`src/rtl/lcg_stim_gen_if.sv`:
```
// lcg_stim_gen_if: valid/ready vector port between the LCG stimulus source and its consumer
interface lcg_stim_gen_if #(parameter int IN_W = 136);
    logic [IN_W-1:0] vec_data;
    logic            vec_valid;
    logic            vec_ready;
    logic [31:0]     vec_idx;
    modport master(output vec_data, vec_valid, vec_idx, input vec_ready);
    modport slave(input vec_data, vec_valid, vec_idx, output vec_ready);
endinterface

```
`src/rtl/lcg_stim_gen.sv`:
```
// lcg_stim_gen: bit-exact fuzz-harness LCG stream packed into IN_W-bit vectors on a valid/ready port
module lcg_stim_gen #(
    parameter int          IN_W    = 136,
    parameter logic [31:0] LCG_MUL = 32'h41C64E6D,
    parameter logic [31:0] LCG_INC = 32'h3039
) (
    input  logic                 clk,
    input  logic                 rst,
    input  logic                 start,
    input  logic [31:0]          seed,
    input  logic [31:0]          num_vectors,
    lcg_stim_gen_if.master       vec,
    output logic                 busy,
    output logic                 done
);
    localparam int NW = (IN_W + 31) / 32;
    localparam int KW = NW > 1 ? $clog2(NW) : 1;

    typedef enum logic [1:0] {IDLE, FILL, PRESENT, DONE} state_t;

    state_t          state_q, state_d;
    logic [31:0]     rng_q, rng_d, rem_q, rem_d, idx_q, idx_d, rng_nx;
    logic [IN_W-1:0] data_q, data_d, upd;
    logic [KW-1:0]   k_q, k_d;
    logic            valid_q, valid_d, busy_q, busy_d, done_q, done_d;

    assign rng_nx = rng_q * LCG_MUL + LCG_INC;

    // Each word slot takes the fresh LCG word when selected; the top slot keeps only its low bits.
    for (genvar i = 0; i < NW; i++) begin : g_w
        localparam int HI = (32 * i + 32 > IN_W) ? IN_W : 32 * i + 32;
        assign upd[HI-1:32*i] = (k_q == KW'(i)) ? rng_nx[HI-32*i-1:0] : data_q[HI-1:32*i];
    end

    always_comb begin
        state_d = state_q;
        rng_d   = rng_q;
        rem_d   = rem_q;
        idx_d   = idx_q;
        data_d  = data_q;
        k_d     = k_q;
        valid_d = valid_q;
        busy_d  = busy_q;
        done_d  = done_q;
        case (state_q)
            IDLE, DONE: if (start) begin
                rng_d   = seed;
                rem_d   = num_vectors;
                idx_d   = '0;
                k_d     = '0;
                done_d  = 1'b0;
                busy_d  = 1'b1;
                state_d = FILL;
            end
            FILL: begin
                rng_d  = rng_nx;
                data_d = upd;
                k_d    = k_q + 1'b1;
                if (k_q == KW'(NW - 1)) begin
                    k_d     = '0;
                    valid_d = 1'b1;
                    state_d = PRESENT;
                end
            end
            PRESENT: if (vec.vec_ready) begin
                valid_d = 1'b0;
                if (idx_q == rem_q) begin
                    busy_d  = 1'b0;
                    done_d  = 1'b1;
                    state_d = DONE;
                end else begin
                    idx_d   = idx_q + 32'd1;
                    state_d = FILL;
                end
            end
            default: ;
        endcase
    end

    always_ff @(posedge clk or posedge rst) begin
        if (rst) begin
            state_q <= IDLE;
            rng_q   <= '0;
            rem_q   <= '0;
            idx_q   <= '0;
            data_q  <= '0;
            k_q     <= '0;
            valid_q <= 1'b0;
            busy_q  <= 1'b0;
            done_q  <= 1'b0;
        end else begin
            state_q <= state_d;
            rng_q   <= rng_d;
            rem_q   <= rem_d;
            idx_q   <= idx_d;
            data_q  <= data_d;
            k_q     <= k_d;
            valid_q <= valid_d;
            busy_q  <= busy_d;
            done_q  <= done_d;
        end
    end

    assign vec.vec_data  = data_q;
    assign vec.vec_valid = valid_q;
    assign vec.vec_idx   = idx_q;
    assign busy          = busy_q;
    assign done          = done_q;
endmodule

```
`src/flat_wrapper.sv`:
```
// flat-port wrapper written by rule: the top's interface ports become plain ports
module lcg_stim_gen_flat 
#(
    parameter int          IN_W    = 136,
    parameter logic [31:0] LCG_MUL = 32'h41C64E6D,
    parameter logic [31:0] LCG_INC = 32'h3039
)
  (clk, rst, start, seed, num_vectors, busy, done, vec_vec_data, vec_vec_valid, vec_vec_idx, vec_vec_ready);
  lcg_stim_gen_if #(.IN_W(IN_W)) vec_i ();
  input  logic clk;
  input  logic rst;
  input  logic start;
  input  logic [31:0] seed;
  input  logic [31:0] num_vectors;
  output logic busy;
  output logic done;
  output wire logic [$bits(vec_i.vec_data)-1:0] vec_vec_data;
  output wire logic [$bits(vec_i.vec_valid)-1:0] vec_vec_valid;
  output wire logic [$bits(vec_i.vec_idx)-1:0] vec_vec_idx;
  input wire logic [$bits(vec_i.vec_ready)-1:0] vec_vec_ready;
  assign vec_vec_data = vec_i.vec_data;
  assign vec_vec_valid = vec_i.vec_valid;
  assign vec_vec_idx = vec_i.vec_idx;
  assign vec_i.vec_ready = vec_vec_ready;
  lcg_stim_gen #(.IN_W(IN_W), .LCG_MUL(LCG_MUL), .LCG_INC(LCG_INC)) u_core (.clk(clk), .rst(rst), .start(start), .seed(seed), .num_vectors(num_vectors), .vec(vec_i), .busy(busy), .done(done));
endmodule
```
`config.mk`:
```
export PLATFORM = sky130hd
export DESIGN_NAME = lcg_stim_gen_flat
export DESIGN_NICKNAME = d
export VERILOG_FILES = /design/src/rtl/lcg_stim_gen_if.sv /design/src/rtl/lcg_stim_gen.sv /design/src/flat_wrapper.sv
export SDC_FILE = /design/constraint.sdc
export NUM_CORES = 1
export LEC_CHECK = 0
export CELL_PAD_IN_SITES_DETAIL_PLACEMENT = 0
export CELL_PAD_IN_SITES_GLOBAL_PLACEMENT = 2
export CORE_MARGIN = 1.5
export CORE_UTILIZATION = 33
export CTS_CLUSTER_DIAMETER = 100
export DETAILED_ROUTE_END_ITERATION = 16
export GPL_TIMING_DRIVEN = 0
export PLACE_DENSITY_LB_ADDON = 0.1
export SYNTH_ARGS = -nofsm -noshare
export SYNTH_HDL_FRONTEND = slang
export SYNTH_SLANG_ARGS = --single-unit
```
`constraint.sdc`:
```
create_clock -name clk -period 7 [get_ports clk]
set_clock_uncertainty 0.2 [all_clocks]
set_input_delay 0.7 -clock clk [delete_from_list [all_inputs] [get_ports clk]]
set_output_delay 0.7 -clock clk [all_outputs]
set_load 0.03 [all_outputs]
```
==> summary.md <==
For this design, the CTS-stage hold fixing added 0 buffers. The layout has 5,697 filler cells. After detailed routing, the total wire length is 65,900 um.

The die covers 0.0598 mm2. The worst register-to-register path ends at u_core.vec.vec_data[120]$_DFFE_PP0P_. The final hold violation count is 0. In the synthesized netlist the dominant register cell turns out to be sky130_fd_sc_hd__dfrtp_1.

Setup violations remaining at the end of the flow were counted as 0. The logs give 550 ps for the clock insertion delay at the later pin of the skew report and 2,931 for the count of placed standard cells including taps. The sequential element share of the synthesized area was 0.312; the final design utilization was 0.432.

Measured along the y axis, the die boundary spans 245 um. Walking the worst path, the cells encountered are ha_4, xor2_2, ha_2, a21o_1, fa_1, inv_1, fa_1, fa_1, inv_1, fa_1, fa_1, inv_1, fa_1, inv_2, ha_4, and3_4, and3_4, a22o_4, a311oi_2, o21bai_1, a21oi_1, xnor2_2, buf_4, o21ai_0. The area growth from synthesis to layout is 29.4%. The run gives 5 as the number of iterations in the first detailed-routing pass. The cell that appears most often on the critical path is sky130_fd_sc_hd__fa_1. For this design, the slowest cell found on the critical path is sky130_fd_sc_hd__dfrtp_2.

For the final net count, the log shows 2,723. In this run the worst path has a maximum fanout of 6. Critical path startpoint category: a register.

The tools report the kind of capture point of the worst setup path as a register. The start point of the worst hold path was u_core.vec.vec_data[105]$_DFFE_PP0P_. Counting buffers and inverters, the worst setup path is 24 cells deep. The Yosys step of the flow raised 0 warnings. After clock tree synthesis, the clock-pin slew on the worst setup and hold paths is 60 ps. Worst min-delay path class: register to register. For the remaining number of nets flagged by the antenna check after routing, the log shows 0.

Number of synthesized flops with an enable pin: 0. The run gives 0.223 as the total routing usage reported by global routing. The count of H-tree levels built during CTS was 1; the number of clock buffers inserted by TritonCTS was 28. Number of buffers added on ports: 238. The tools report the max-slew violation count as 0.

The finished layout holds 3,034 standard cells, fillers aside. Broken down by cell family, the worst path's largest delay share belongs to adder cells. The fmax was 145 MHz; the number of design-rule violations left by the first detailed-router iteration was 682. The routability-driven placement congestion ratio was 0.844; the cell area after synthesis was 0.0193 mm2. The initial standard-cell utilization of the core is 0.334, and the initial antenna violation count is 8. The tools report the number of global-route vias before repair as 15,452. The critical path is of the register to register type.

Summing over every cut layer, the via total after detailed routing is 14,513. The flow ran to the end, and the final reports show no timing, DRC or antenna violations. The number of buffer and inverter instances along the worst setup path came out at 5.

The worst-case headroom to the max-slew limit came out at 0.435. The fraction of registers with async set or reset after synthesis came out at 1.00. For the flop-to-flop setup slack, the log shows 80 ps. The measured slew at the worst slew-check pin works out to 842 ps. The share of the clock period used by the worst path was 0.988. The largest stage delay on the critical path came out at 520 ps. The first global-routing pass estimated 99,300 um of wire. Counting every sink on the clock net gives 240.

For the row count, the log shows 88. Setup repair after global routing could not meet its margin everywhere. The run gives 0 as the detailed-route DRC error count. The tools report the endpoint of the worst hold-timing path as u_core.vec.vec_data[105]$_DFFE_PP0P_. The net count after synthesis is 2,394, and the leftover overflow at the end of global routing is 0. The average vias per placed instance works out to 4.78. Clock tree synthesis selected as its root buffer the cell sky130_fd_sc_hd__clkbuf_16. The maximum number of buffers from clock root to sink was 3; the number of standard cells after synthesis was 1,921. For the number of unique standard cell types used by synthesis, the log shows 64. Required time of the critical path: 7200 ps. The max capacitance violation total was 0. Entering global routing, the biggest net connects 41 pins. After legalization and detailed placement, the total HPWL measured 53,400 um.

The critical path data arrival time was 7120 ps; the footprint of the flip-flops and latches was 0.00604 mm2. The startpoint identified for the worst register-to-register timing path is u_core.rng_q[7]$_DFFE_PP0P_. The proportion of layout cells with a drive suffix above 1 works out to 0.132. After synthesis, the mean cell area works out to 10.0 um2. The hold path depth came out at 2. In the final layout, the multi-input gates occupy 0.0122 mm2.

After synthesis the netlist holds a flip-flop and latch count of 240. The routed wirelength normalized by instance count is 21.7 um. TritonCTS built the clock tree. The core region is 0.0577 mm2. The count of boundary I/O pins is 239.

The routed design could run at a clock period as short as 6920 ps. For the worst flop-to-flop path, the logic depth is 24. The die is 245 um wide.
## stage by stage
step / instance area (um2) / worst slack [ps] / hold slack [ps] / setup TNS [ps]
floorplan: 19300 / 302 / 279 / 0
global placement: 22600 / -2110 / 264 / -126740
detailed placement: 22700 / -2210 / 273 / -125850
CTS: 24500 / -4.00 / 284 / -4.00
global route: 24900 / -71.4 / 310 / -620
finish: 24900 / 83.9 / 277 / 0
## cell type report
type                    instances  share of cell area
multi-input cells            1213               0.490
flip-flops and latches        240               0.242
repair buffers                300               0.120
inverters                     416              0.0631
well taps                     765              0.0384
clock buffers                  42              0.0347
plain buffers                  51             0.00853
clock inverters                 5             0.00331
diodes                          2            0.000201
## metal layers
layer	up-vias	part of all wire	GRT usage
li1	6787	-	-
met1	7362	0.47	0.318
met2	296	0.47	0.362
met3	56	0.051	0.0397
met4	12	0.013	0.0276
met5	-	0.0011	0
## synthesized netlist by cell type (3+ instances only)
master / n / area, um2
sky130_fd_sc_hd__a211o_1: 3 / 26.3
sky130_fd_sc_hd__nor3_2: 5 / 50.1
sky130_fd_sc_hd__o21bai_1: 4 / 30.0
sky130_fd_sc_hd__ha_1: 214 / 2680
sky130_fd_sc_hd__a21boi_0: 9 / 67.6
sky130_fd_sc_hd__nand4_1: 10 / 62.6
sky130_fd_sc_hd__xnor2_1: 60 / 526
sky130_fd_sc_hd__mux2i_1: 7 / 70.1
sky130_fd_sc_hd__nor3_1: 10 / 50.1
sky130_fd_sc_hd__buf_1: 3 / 11.3
sky130_fd_sc_hd__o21ai_1: 4 / 20.0
sky130_fd_sc_hd__inv_1: 415 / 1560
sky130_fd_sc_hd__and3_1: 13 / 81.3
sky130_fd_sc_hd__o21a_1: 11 / 82.6
sky130_fd_sc_hd__a311oi_1: 4 / 35.0
sky130_fd_sc_hd__nor2b_1: 7 / 43.8
sky130_fd_sc_hd__a21o_1: 8 / 60.1
sky130_fd_sc_hd__o21ai_0: 155 / 776
sky130_fd_sc_hd__o211ai_1: 9 / 67.6
sky130_fd_sc_hd__nor4_1: 8 / 50.1
sky130_fd_sc_hd__nand2_1: 167 / 627
sky130_fd_sc_hd__dfrtp_1: 240 / 6010
sky130_fd_sc_hd__and2_1: 5 / 31.3
sky130_fd_sc_hd__clkbuf_1: 45 / 169
sky130_fd_sc_hd__nor2_1: 58 / 218
sky130_fd_sc_hd__or4_1: 3 / 22.5
sky130_fd_sc_hd__and4_1: 3 / 26.3
sky130_fd_sc_hd__a21oi_1: 52 / 260
sky130_fd_sc_hd__mux2_2: 52 / 586
sky130_fd_sc_hd__a31oi_1: 7 / 43.8
sky130_fd_sc_hd__nand2b_1: 5 / 31.3
sky130_fd_sc_hd__a211oi_1: 10 / 75.1
sky130_fd_sc_hd__nand3_1: 23 / 115
sky130_fd_sc_hd__or2_2: 3 / 18.8
sky130_fd_sc_hd__or3_1: 7 / 43.8
sky130_fd_sc_hd__xor2_1: 54 / 473
sky130_fd_sc_hd__fa_1: 191 / 3820
## cell usage in the layout, fill, tap and decap left out, types with 52 or more instances in the layout
master and count:
sky130_fd_sc_hd__dfrtp_1 218, sky130_fd_sc_hd__nor2_1 58, sky130_fd_sc_hd__fa_1 183, sky130_fd_sc_hd__xnor2_1 54, sky130_fd_sc_hd__mux2_2 52, sky130_fd_sc_hd__ha_1 183, sky130_fd_sc_hd__o21ai_0 146, sky130_fd_sc_hd__clkdlybuf4s50_1 238
sky130_fd_sc_hd__inv_1 405, sky130_fd_sc_hd__nand2_1 164
## flip-flops by register name (all words and copies together) (netlist names)
| name | flops |
|---|---|
| u_core.vec.vec_valid | 1 |
| u_core.rem_q | 32 |
| u_core.k_q | 3 |
| u_core.rng_q | 32 |
| u_core.vec.vec_idx | 32 |
| u_core.state_q | 2 |
| u_core.busy | 1 |
| u_core.vec.vec_data | 136 |
| u_core.done | 1 |
## worst min-delay path, delay by kind of cell, from the launching register on
| kind | cells | cell delay, ps |
|---|---|---|
| compound gates | 1 | 50 |
| flops | 1 | 340 |
| simple gates | 1 | 40 |
## how the worst max path moves through the flow
stage                            startpoint                                   end  slack (ps)
2_1_floorplan   u_core.rng_q[7]$_DFFE_PP0P_          u_core.rng_q[30]$_DFFE_PP0P_         300
4_1_cts         u_core.rng_q[7]$_DFFE_PP0P_          u_core.rng_q[22]$_DFFE_PP0P_          -4
6_report        u_core.rng_q[7]$_DFFE_PP0P_  u_core.vec.vec_data[120]$_DFFE_PP0P_          80
3_5_place_dp    u_core.rng_q[0]$_DFFE_PP0P_          u_core.rng_q[30]$_DFFE_PP0P_       -2210
5_1_grt        u_core.rng_q[19]$_DFFE_PP0P_          u_core.rng_q[29]$_DFFE_PP0P_         -70
3_3_place_gp    u_core.rng_q[0]$_DFFE_PP0P_   u_core.vec.vec_data[94]$_DFFE_PP0P_       -2110
## kinds of logic (layout without fill, tap and decap cells)
logic type / Yosys count / count (layout) / synth area share
buffers and inverters: 468 / 814 / 0.0923
adders and majority gates: 405 / 405 / 0.337
and+or+nand+nor: 338 / 338 / 0.0829
AOI/OAI and AO/OA: 297 / 297 / 0.0898
DFF: 240 / 240 / 0.312
xor gates and xnor gates: 114 / 114 / 0.0518
muxes: 59 / 59 / 0.0340
other: 0 / 2 / 0
## repair_timing
action	in CTS	in global routing
resized for setup	98	75
buffers inserted	32	24
endpoints found under the setup margin	100	52
pin swaps	17	33
Power is left out: the tool's default activity adds up to more than one toggle a clock period on the data nets, which glitch-free logic cannot reach.
